===== config.mk =====
export PLATFORM = sky130hd
export DESIGN_NAME = prog_run_ctrl
export DESIGN_NICKNAME = d
export VERILOG_FILES = /design/src/rtl/prog_run_ctrl_pkg.sv /design/src/rtl/run_budget_counter.sv /design/src/rtl/prog_run_ctrl.sv
export SDC_FILE = /design/constraint.sdc
export NUM_CORES = 1
export LEC_CHECK = 0
export CORE_ASPECT_RATIO = 0.8
export CORE_MARGIN = 2
export CORE_UTILIZATION = 45
export DETAILED_ROUTE_END_ITERATION = 10
export GPL_TIMING_DRIVEN = 0
export PLACE_DENSITY_LB_ADDON = 0.25
export REMOVE_ABC_BUFFERS = 1
export SLEW_MARGIN = 20
export SYNTH_ARGS = -nofsm -noshare
export SYNTH_HDL_FRONTEND = slang
export SYNTH_SLANG_ARGS = --single-unit

===== constraint.sdc =====
create_clock -name clk -period 2.9 [get_ports clk]
set_clock_uncertainty 0.2 [all_clocks]
set_input_delay 0.58 -clock clk [delete_from_list [all_inputs] [get_ports clk]]
set_output_delay 0.58 -clock clk [all_outputs]
set_load 0.02 [all_outputs]

===== src/rtl/prog_run_ctrl_pkg.sv =====
// Shared types for the BatPU2 program loader / run sequencer.
package batpu_ctrl_pkg;
  localparam int IADDR_W_DEF = 10;
  localparam int CYCLE_W_DEF = 24;
  localparam int IMEM_DEPTH  = 2 ** IADDR_W_DEF;

  typedef enum logic [2:0] {
    ST_IDLE,
    ST_LOAD_HI,
    ST_LOAD_LO,
    ST_START,
    ST_RUN
  } ctrl_state_t;

  typedef enum logic [1:0] {
    SR_NONE    = 2'd0,
    SR_HLT     = 2'd1,
    SR_TIMEOUT = 2'd2,
    SR_ABORT   = 2'd3
  } stop_reason_t;
endpackage


===== src/rtl/run_budget_counter.sv =====
// Saturating executed-cycle counter with a look-ahead flag for the budget's final cycle.
module run_budget_counter #(
  parameter int W = 24
) (
  input  logic         clk,
  input  logic         rst,
  input  logic         clr,
  input  logic         en,
  input  logic [W-1:0] limit,
  output logic [W-1:0] count,
  output logic         last
);
  logic [W:0] cnt_inc;

  assign cnt_inc = {1'b0, count} + {{W{1'b0}}, 1'b1};
  // last means the next executed cycle is the limit-th one
  assign last    = (limit != '0) && (cnt_inc == {1'b0, limit});

  always_ff @(posedge clk) begin
    if (rst || clr)
      count <= '0;
    else if (en && (count != '1))
      count <= cnt_inc[W-1:0];
  end
endmodule


===== src/rtl/prog_run_ctrl.sv =====
// Loads instruction memory from a byte stream, then starts and supervises the BatPU2 core.
module prog_run_ctrl
  import batpu_ctrl_pkg::*;
#(
  parameter int IADDR_W = IADDR_W_DEF,
  parameter int CYCLE_W = CYCLE_W_DEF
) (
  input  logic               clk,
  input  logic               rst,
  input  logic               cmd_load,
  input  logic [IADDR_W:0]   cmd_len,
  input  logic               cmd_run,
  input  logic [CYCLE_W-1:0] cmd_limit,
  input  logic               cmd_abort,
  input  logic               rx_valid,
  input  logic [7:0]         rx_data,
  output logic               rx_ready,
  output logic               imem_we,
  output logic [IADDR_W-1:0] imem_waddr,
  output logic [15:0]        imem_wdata,
  output logic               cpu_start,
  output logic               cpu_halt,
  input  logic               cpu_hlt,
  output logic               busy,
  output logic               load_done,
  output logic               run_done,
  output logic [1:0]         stop_reason,
  output logic [CYCLE_W-1:0] cycle_count
);
  localparam logic [IADDR_W:0] DEPTH = {1'b1, {IADDR_W{1'b0}}};

  ctrl_state_t        state;
  stop_reason_t       reason_q;
  logic [IADDR_W:0]   addr_q, addr_nxt, len_q;
  logic [7:0]         hi_q;
  logic [CYCLE_W-1:0] limit_q;
  logic               cnt_clr, cnt_en, budget_last;

  assign addr_nxt    = addr_q + 1'b1;
  assign busy        = (state != ST_IDLE);
  assign rx_ready    = (state == ST_LOAD_HI) || (state == ST_LOAD_LO);
  assign cpu_start   = (state == ST_START);
  assign stop_reason = reason_q;

  // Count START plus every RUN cycle except the exit cycle, so the value held
  // during RUN cycle k is k and it freezes there when the run ends.
  assign cnt_clr = (state == ST_IDLE) && cmd_run && !cmd_load;
  assign cnt_en  = ((state == ST_START) && !cmd_abort) ||
                   ((state == ST_RUN) && !cpu_hlt && !cpu_halt && !cmd_abort);

  run_budget_counter #(.W(CYCLE_W)) u_budget (
    .clk   (clk),
    .rst   (rst),
    .clr   (cnt_clr),
    .en    (cnt_en),
    .limit (limit_q),
    .count (cycle_count),
    .last  (budget_last)
  );

  always_ff @(posedge clk) begin
    if (rst) begin
      state      <= ST_IDLE;
      reason_q   <= SR_NONE;
      cpu_halt   <= 1'b1;
      imem_we    <= 1'b0;
      imem_waddr <= '0;
      imem_wdata <= '0;
      load_done  <= 1'b0;
      run_done   <= 1'b0;
      addr_q     <= '0;
      len_q      <= '0;
      hi_q       <= '0;
      limit_q    <= '0;
    end else begin
      imem_we   <= 1'b0;
      load_done <= 1'b0;
      run_done  <= 1'b0;
      case (state)
        ST_IDLE: begin
          cpu_halt <= 1'b1;
          if (cmd_load) begin
            if (cmd_len == '0) begin
              load_done <= 1'b1;
            end else begin
              state  <= ST_LOAD_HI;
              addr_q <= '0;
              len_q  <= (cmd_len > DEPTH) ? DEPTH : cmd_len;
            end
          end else if (cmd_run) begin
            state    <= ST_START;
            cpu_halt <= 1'b0;
            reason_q <= SR_NONE;
            limit_q  <= cmd_limit;
          end
        end
        ST_LOAD_HI: begin
          if (cmd_abort) begin
            state    <= ST_IDLE;
            reason_q <= SR_ABORT;
          end else if (rx_valid) begin
            hi_q  <= rx_data;
            state <= ST_LOAD_LO;
          end
        end
        ST_LOAD_LO: begin
          if (cmd_abort) begin
            state    <= ST_IDLE;
            reason_q <= SR_ABORT;
          end else if (rx_valid) begin
            imem_we    <= 1'b1;
            imem_waddr <= addr_q[IADDR_W-1:0];
            imem_wdata <= {hi_q, rx_data};
            addr_q     <= addr_nxt;
            if (addr_nxt == len_q) begin
              state     <= ST_IDLE;
              load_done <= 1'b1;
            end else begin
              state <= ST_LOAD_HI;
            end
          end
        end
        ST_START: begin
          if (cmd_abort) begin
            state    <= ST_IDLE;
            reason_q <= SR_ABORT;
            run_done <= 1'b1;
            cpu_halt <= 1'b1;
          end else begin
            state    <= ST_RUN;
            cpu_halt <= budget_last;
          end
        end
        ST_RUN: begin
          // cpu_halt high inside RUN marks the final budgeted cycle
          if (cpu_hlt || cpu_halt || cmd_abort) begin
            state    <= ST_IDLE;
            run_done <= 1'b1;
            cpu_halt <= 1'b1;
            reason_q <= cpu_hlt ? SR_HLT : (cpu_halt ? SR_TIMEOUT : SR_ABORT);
          end else begin
            cpu_halt <= budget_last;
          end
        end
        default: begin
          state    <= ST_IDLE;
          cpu_halt <= 1'b1;
        end
      endcase
    end
  end
endmodule

==> results of run 1 <==
[cell usage after synthesis (all sizes together) (2+ instances only)]
master    n  area (sq um)
a21o      2          15.0
a21oi    78           390
a22o      3          26.3
a31oi     3          18.8
a32oi     3          26.3
and2      4          25.0
and3     10          63.8
buf       6          28.8
clkbuf   40           154
dfxtp   113          2260
ha        2          25.0
inv      12          45.0
mux2i    12           120
nand2   134           503
nand2b    4          25.0
nand3    21           123
nand3b    2          15.0
nand4    13          81.3
nand4b    3          26.3
nor2     79           297
nor2b     4          25.0
nor3     13          65.1
nor3b    12          90.1
nor4     18           128
nor4b     2          17.5
o21a      2          15.0
o21ai    19          95.1
o31ai     2          20.0
or2       3          18.8
or3       2          12.5
or4       4          30.0
or4b      2          20.0
xnor2    40           350
xnor3     2          45.0
xor2     33           289
[flip-flops by register name, summed over array words and instances, names as in the netlist]
name	flops
len_q	11
hi_q	8
stop_reason	2
state	3
addr_q	11
run_done	1
imem_wdata	16
load_done	1
u_budget.count	24
imem_waddr	10
imem_we	1
limit_q	24
cpu_halt	1
[repair_timing]
item	4_1_cts	5_1_grt
resized for setup	13	32
buffers inserted	1	10
endpoints found under the setup margin	26	39
pin swaps	1	7
[path summary, 6_finish.rpt]
check                         to  slack [ps]  cells past startpoint
setup / recovery        cpu_halt          70                      7
hold / removal    imem_wdata[11]         250                      2
setup reg to reg        cpu_halt          70                      7
hold reg to reg   imem_wdata[11]         250                      2
[layout make-up]
cell class / count / area (sq um) / share of cell area (%)
clock buffer: 19 / 453 / 5.89
multi-input combinational: 550 / 3300 / 42.9
tap: 171 / 214 / 2.78
sequential: 113 / 2300 / 29.9
timing repair buffer: 125 / 1230 / 16.0
inverter: 12 / 45.0 / 0.586
clock inverter: 13 / 148 / 1.92
[kinds of logic (layout without fill, tap and decap cells)]
logic type / count (synthesis) / count (layout) / synth area share, %
AO/OA/AOI/OAI: 128 / 128 / 13.2
AND/OR/NAND/NOR: 332 / 332 / 28.0
XOR/XNOR: 75 / 75 / 12.1
flip-flops: 113 / 113 / 40.0
buffers and inverters: 58 / 169 / 4.02
adder cells (fa/ha/maj): 3 / 3 / 0.619
multiplexers: 12 / 12 / 2.12
[critical path: cells and delay by family (launching register included)]
| family | cells | cell delay [ps] |
|---|---|---|
| compound gates | 3 | 570 |
| flops | 1 | 400 |
| simple gates | 4 | 1580 |
[routing by layer]
layer	share of wire [%]	wire, um	GRT usage (%)	vias up
met1	46	7390	33.6	2564
met2	45	7240	36.8	222
met3	7.4	1180	5.61	21
li1	-	-	-	2679
met4	1.0	161	5.90	0
met5	0	0	0	-
[per-stage QoR]
step | hold slack, ps | cell area (sq um)
6_report | 250 | 7690
5_1_grt | 271 | 7690
4_1_cts | 255 | 7500
3_5_place_dp | 246 | 6860
3_3_place_gp | 234 | 6770
2_1_floorplan | 225 | 5480
[report_power, final]
| group | internal [mW] | switching (mW) |
|---|---|---|
| registers | 1.61 | 0.0780 |
| clock network | 1.32 | 0.787 |
| logic | 0.299 | 0.360 |
==> results.cfg, run 1 <==
[cts]
cts_tree = built
cts-hold-fix-buffers = 0
clock_pin_slew_on_the_worst_setup_and_hold_paths_ps = 60
worst_skew_pair.late_latency_ps = 410
cts.sink_count = 113
cts-buffers-inserted = 17
cts_buffer_depth = 2
htreeDepth = 4
cts-root-buf = sky130_fd_sc_hd__clkbuf_16

[critical_path]
crit_chain = or3b_4 -> a32oi_2 -> or4b_1 -> a31oi_1 -> nand4_1 -> or4_4 -> o31ai_2
max_stage_delay_ps = 560
critPathLaunchType = flip-flop
setup.worst_path.class = flip-flop to flip-flop
critical_path_peak_fanout = 10
cp_data_required_time_ps = 3020
worst-endpoint-arrival_ps = 2950
timing.critical_path.from = state[2]
worst_setup_path_end_kind = flip-flop
cp_slowest_cell = sky130_fd_sc_hd__or4_4
critical_path.reg2reg.startpoint = state[2]

[detailed_routing]
route.detailed.vias_per_inst = 5.47
drtIter0Drc = 428
total_number_of_vias = 5486
drc = 0
antenna_left = 0
routed_wl_um = 16000
routed_wire_length_per_instance_um = 15.9
drt_pass1_iterations = 5

[global_route]
maximum_number_of_pins_on_one_net_before_global_route_repair = 54
antenna_found_initial = 0
gr-total-overflow = 0
wire_length_of_the_first_global_routing_pass_um = 25800
first_global_vias = 5155
grtUsageTotal_pct = 23.9

[floorplan]
die_y_um = 104
dieArea_sq_mm = 0.0135
initial_core_util_pct = 46.4
coreArea_sq_mm = 0.0122
ioPinCount = 109
die_w_um = 129
fp-row-count = 36

[hold_path]
hold_start = hi_q[3]
hold_path_class = flip-flop to flip-flop

[power]
design_power_mw = 4.46
leakagePower_nw = 2.74
ir_worst_vdd_mv = 0.473
power.density_mw_per_mm2 = 580

[logic_synthesis]
ys_seq_area_share_pct = 40.0
ys_warn_count = 0
async_reset_ff_share_pct = 0
library_cells_used_by_synthesis = 63
synth-edff-count = 0
syn_inst = 721
yosys_most_used_dff = sky130_fd_sc_hd__dfxtp_1
synthesis.area_sq_mm = 0.00566
synth.avg_cell_area_sq_um = 7.85
ys_seq_elements = 113

[timing]
max-slew-margin-rel_pct = 38.8
fin_tns_setup_ps = 0
layout_setup_ws_ps = 71.7
finalSetupViolations = 0
final_max_slew_viol_count = 0
rsz_0062_raised_after_global_routing = true
timing_worst_slew_pin_value_ps = 918
post-route-period-util_pct = 97.5
timing.final.hold_violations = 0
final.min_clock_period_ps = 2830
max_clock_freq_ghz = 0.354

[place]
routabilityCongestion = 0.921
place.detailed.hpwl_um = 11100
place_ws_ps = -603
place.port_buffers = 108
placedCellCount = 960

[final_layout]
finalNetCount = 871
instances_no_fill = 1003
final.fill_count = 1065
share_of_final_layout_standard_cells_stronger_than_drive_strength_1_pct = 11.7
final_common_cell = sky130_fd_sc_hd__nand2_1
fin_util_pct = 63.0
flow.area_growth_from_synthesis_pct = 35.9
antenna_cells_inserted = 0
commonest_cells_after_routing_fill_and_taps_aside = 133 x sky130_fd_sc_hd__nand2_1, 107 x sky130_fd_sc_hd__clkdlybuf4s50_1, 96 x sky130_fd_sc_hd__dfxtp_1

[outcome]
run_status = completed

[job]
cap_viol_max_count = 0
(Power assumes the default switching activity.)
==> inputs of run 2 (changes only) <==
- CORE_UTILIZATION: 45 -> 47
==> run 2 against run 1 <==
The flow now finishes with violations (negative setup slack). Count of clock-buffer cells in the layout decreased by 2. Combinational power fell by 3%. Critical endpoint unchanged. Flip-flop and latch count did not move. Routed wire length is 5.0% lower. Non-clock buffer count fell by 6. Utilization grew 2.4 points. Sequential share of layout area is essentially flat.
==> results.cfg, run 2 (synthesis results as in run 1) <==
[detailed_routing]
drt_pass1_iterations = 5
routed_wl_um = 15200
drc = 0
routed_wire_length_per_instance_um = 15.6
route.detailed.vias_per_inst = 5.57
total_number_of_vias = 5427
drtIter0Drc = 417
antenna_left = 0

[outcome]
run_status = finished with violations
violations = negative setup slack

[floorplan]
initial_core_util_pct = 48.6
ioPinCount = 109
die_y_um = 102
dieArea_sq_mm = 0.0129
die_w_um = 127
coreArea_sq_mm = 0.0116
fp-row-count = 35

[critical_path]
critical_path.reg2reg.startpoint = u_budget.count[12]
max_stage_delay_ps = 500
critPathLaunchType = flip-flop
setup.worst_path.class = flip-flop to flip-flop
critical_path.reg2reg.endpoint = cpu_halt
worst_r2r_path_depth = 7
worst-endpoint-arrival_ps = 3040
cp_slowest_cell = sky130_fd_sc_hd__dfxtp_1
cp_data_required_time_ps = 3020
regToRegSetupSlack_ps = -10
timing.critical_path.from = u_budget.count[12]
worst_setup_path_end_kind = flip-flop
crit_chain = nand4_1 -> nor4_4 -> and3_1 -> xnor2_1 -> or4_1 -> or4_4 -> o31ai_2
crit_end = cpu_halt
critical_path_peak_fanout = 7

[cts]
cts_tree = built
clock_pin_slew_on_the_worst_setup_and_hold_paths_ps = 60
cts.sink_count = 113
cts_buffer_depth = 2
htreeDepth = 4
cts-root-buf = sky130_fd_sc_hd__clkbuf_16
worst_skew_pair.late_latency_ps = 410
cts-buffers-inserted = 17

[final_layout]
share_of_final_layout_standard_cells_stronger_than_drive_strength_1_pct = 9.93
final_common_cell = sky130_fd_sc_hd__nand2_1
antenna_cells_inserted = 0
flow.area_growth_from_synthesis_pct = 34.7
commonest_cells_after_routing_fill_and_taps_aside = 133 x sky130_fd_sc_hd__nand2_1, 107 x sky130_fd_sc_hd__clkdlybuf4s50_1, 103 x sky130_fd_sc_hd__dfxtp_1
top_registers = limit_q: 24 flops, u_budget.count: 24 flops, imem_wdata: 16 flops
finalNetCount = 865
final.fill_count = 953

[global_route]
grtUsageTotal_pct = 23.7
wire_length_of_the_first_global_routing_pass_um = 24500
first_global_vias = 5002
antenna_found_initial = 0
gr-total-overflow = 0
maximum_number_of_pins_on_one_net_before_global_route_repair = 51

[place]
place_ws_ps = -603
place.detailed.hpwl_um = 10600
routabilityCongestion = 0.929
place.port_buffers = 108

[timing]
layout_setup_ws_ps = -11.3
max-slew-margin-rel_pct = 30.2
final.min_clock_period_ps = 2910
final_max_slew_viol_count = 0
max_clock_freq_ghz = 0.343
post-route-period-util_pct = 100
finalSetupViolations = 1
timing_worst_slew_pin_value_ps = 1040
timing.final.hold_violations = 0
rsz_0062_raised_after_global_routing = true

[power]
leakagePower_nw = 2.72
design_power_mw = 4.56
ir_worst_vdd_mv = 0.457
power.density_mw_per_mm2 = 599

[hold_path]
hold_path_class = flip-flop to flip-flop

[job]
cap_viol_max_count = 0
## run 2: routing by layer
metal / share of wire, % / GRT usage (%) / vias to the layer above
met1: 46 / 32.2 / 2520
met2: 45 / 36.6 / 224
met5: 0 / 0 / -
li1: - / - / 2653
met4: 1.5 / 8.11 / 0
met3: 7.6 / 6.70 / 30
## run 2: repair_timing
| item | CTS | global route |
|---|---|---|
| setup buffers | 3 | 3 |
| pin swaps | 2 | 2 |
| gates resized for setup | 12 | 18 |
| cloned | 0 | 0 |
| endpoints found under the setup margin | 28 | 35 |
| hold buffers | 0 | 0 |
## run 2: through the flow
step / utilization, % / hold slack, ps / std cells / cell area (sq um) / TNS (ps)
2_1_floorplan: - / 225 / 675 / 5480 / -12420
3_3_place_gp: 57.9 / 234 / 931 / 6740 / -121680
3_5_place_dp: 58.6 / 245 / 936 / 6830 / -17110
4_1_cts: 64.5 / 255 / 971 / 7520 / -64.1
5_1_grt: 65.4 / 272 / 974 / 7620 / -95.2
6_report: 65.4 / 255 / 974 / 7620 / -11.3
## run 2: final cells by class
| cell class | count | area, sq um | share of cell area [%] |
|---|---|---|---|
| Multi-Input combinational cell | 550 | 3290 | 43.2 |
| Sequential cell | 113 | 2280 | 29.9 |
| Timing Repair Buffer | 119 | 1190 | 15.6 |
| Clock buffer | 17 | 425 | 5.58 |
| Clock inverter | 15 | 209 | 2.74 |
| Tap cell | 148 | 185 | 2.43 |
| Inverter | 12 | 45.0 | 0.591 |
## run 2: how the worst min path moves through the flow
stage                             start  depth (start not counted)  slack [ps]             end
final                     imem_wdata[5]                          2         250   imem_wdata[5]
after global routing      imem_wdata[6]                          2         270   imem_wdata[6]
after CTS                 imem_wdata[5]                          2         260   imem_wdata[5]
after detailed placement        hi_q[7]                          2         240  imem_wdata[15]
after global placement          hi_q[6]                          2         230  imem_wdata[14]
after floorplan                 hi_q[2]                          2         230  imem_wdata[10]
## run 2: worst max-delay path, delay by kind of cell (launching register included)
| kind | cells | cell delay (ps) |
|---|---|---|
| flops | 1 | 500 |
| compound gates | 1 | 170 |
| xor+xnor | 1 | 110 |
| simple gates | 5 | 1840 |
## run 2: report_power, final
| group | total, mW | internal, mW | switching [mW] |
|---|---|---|---|
| Clock | 2.22 | 1.45 | 0.778 |
| Sequential | 1.70 | 1.62 | 0.0830 |
| Combinational | 0.640 | 0.291 | 0.349 |
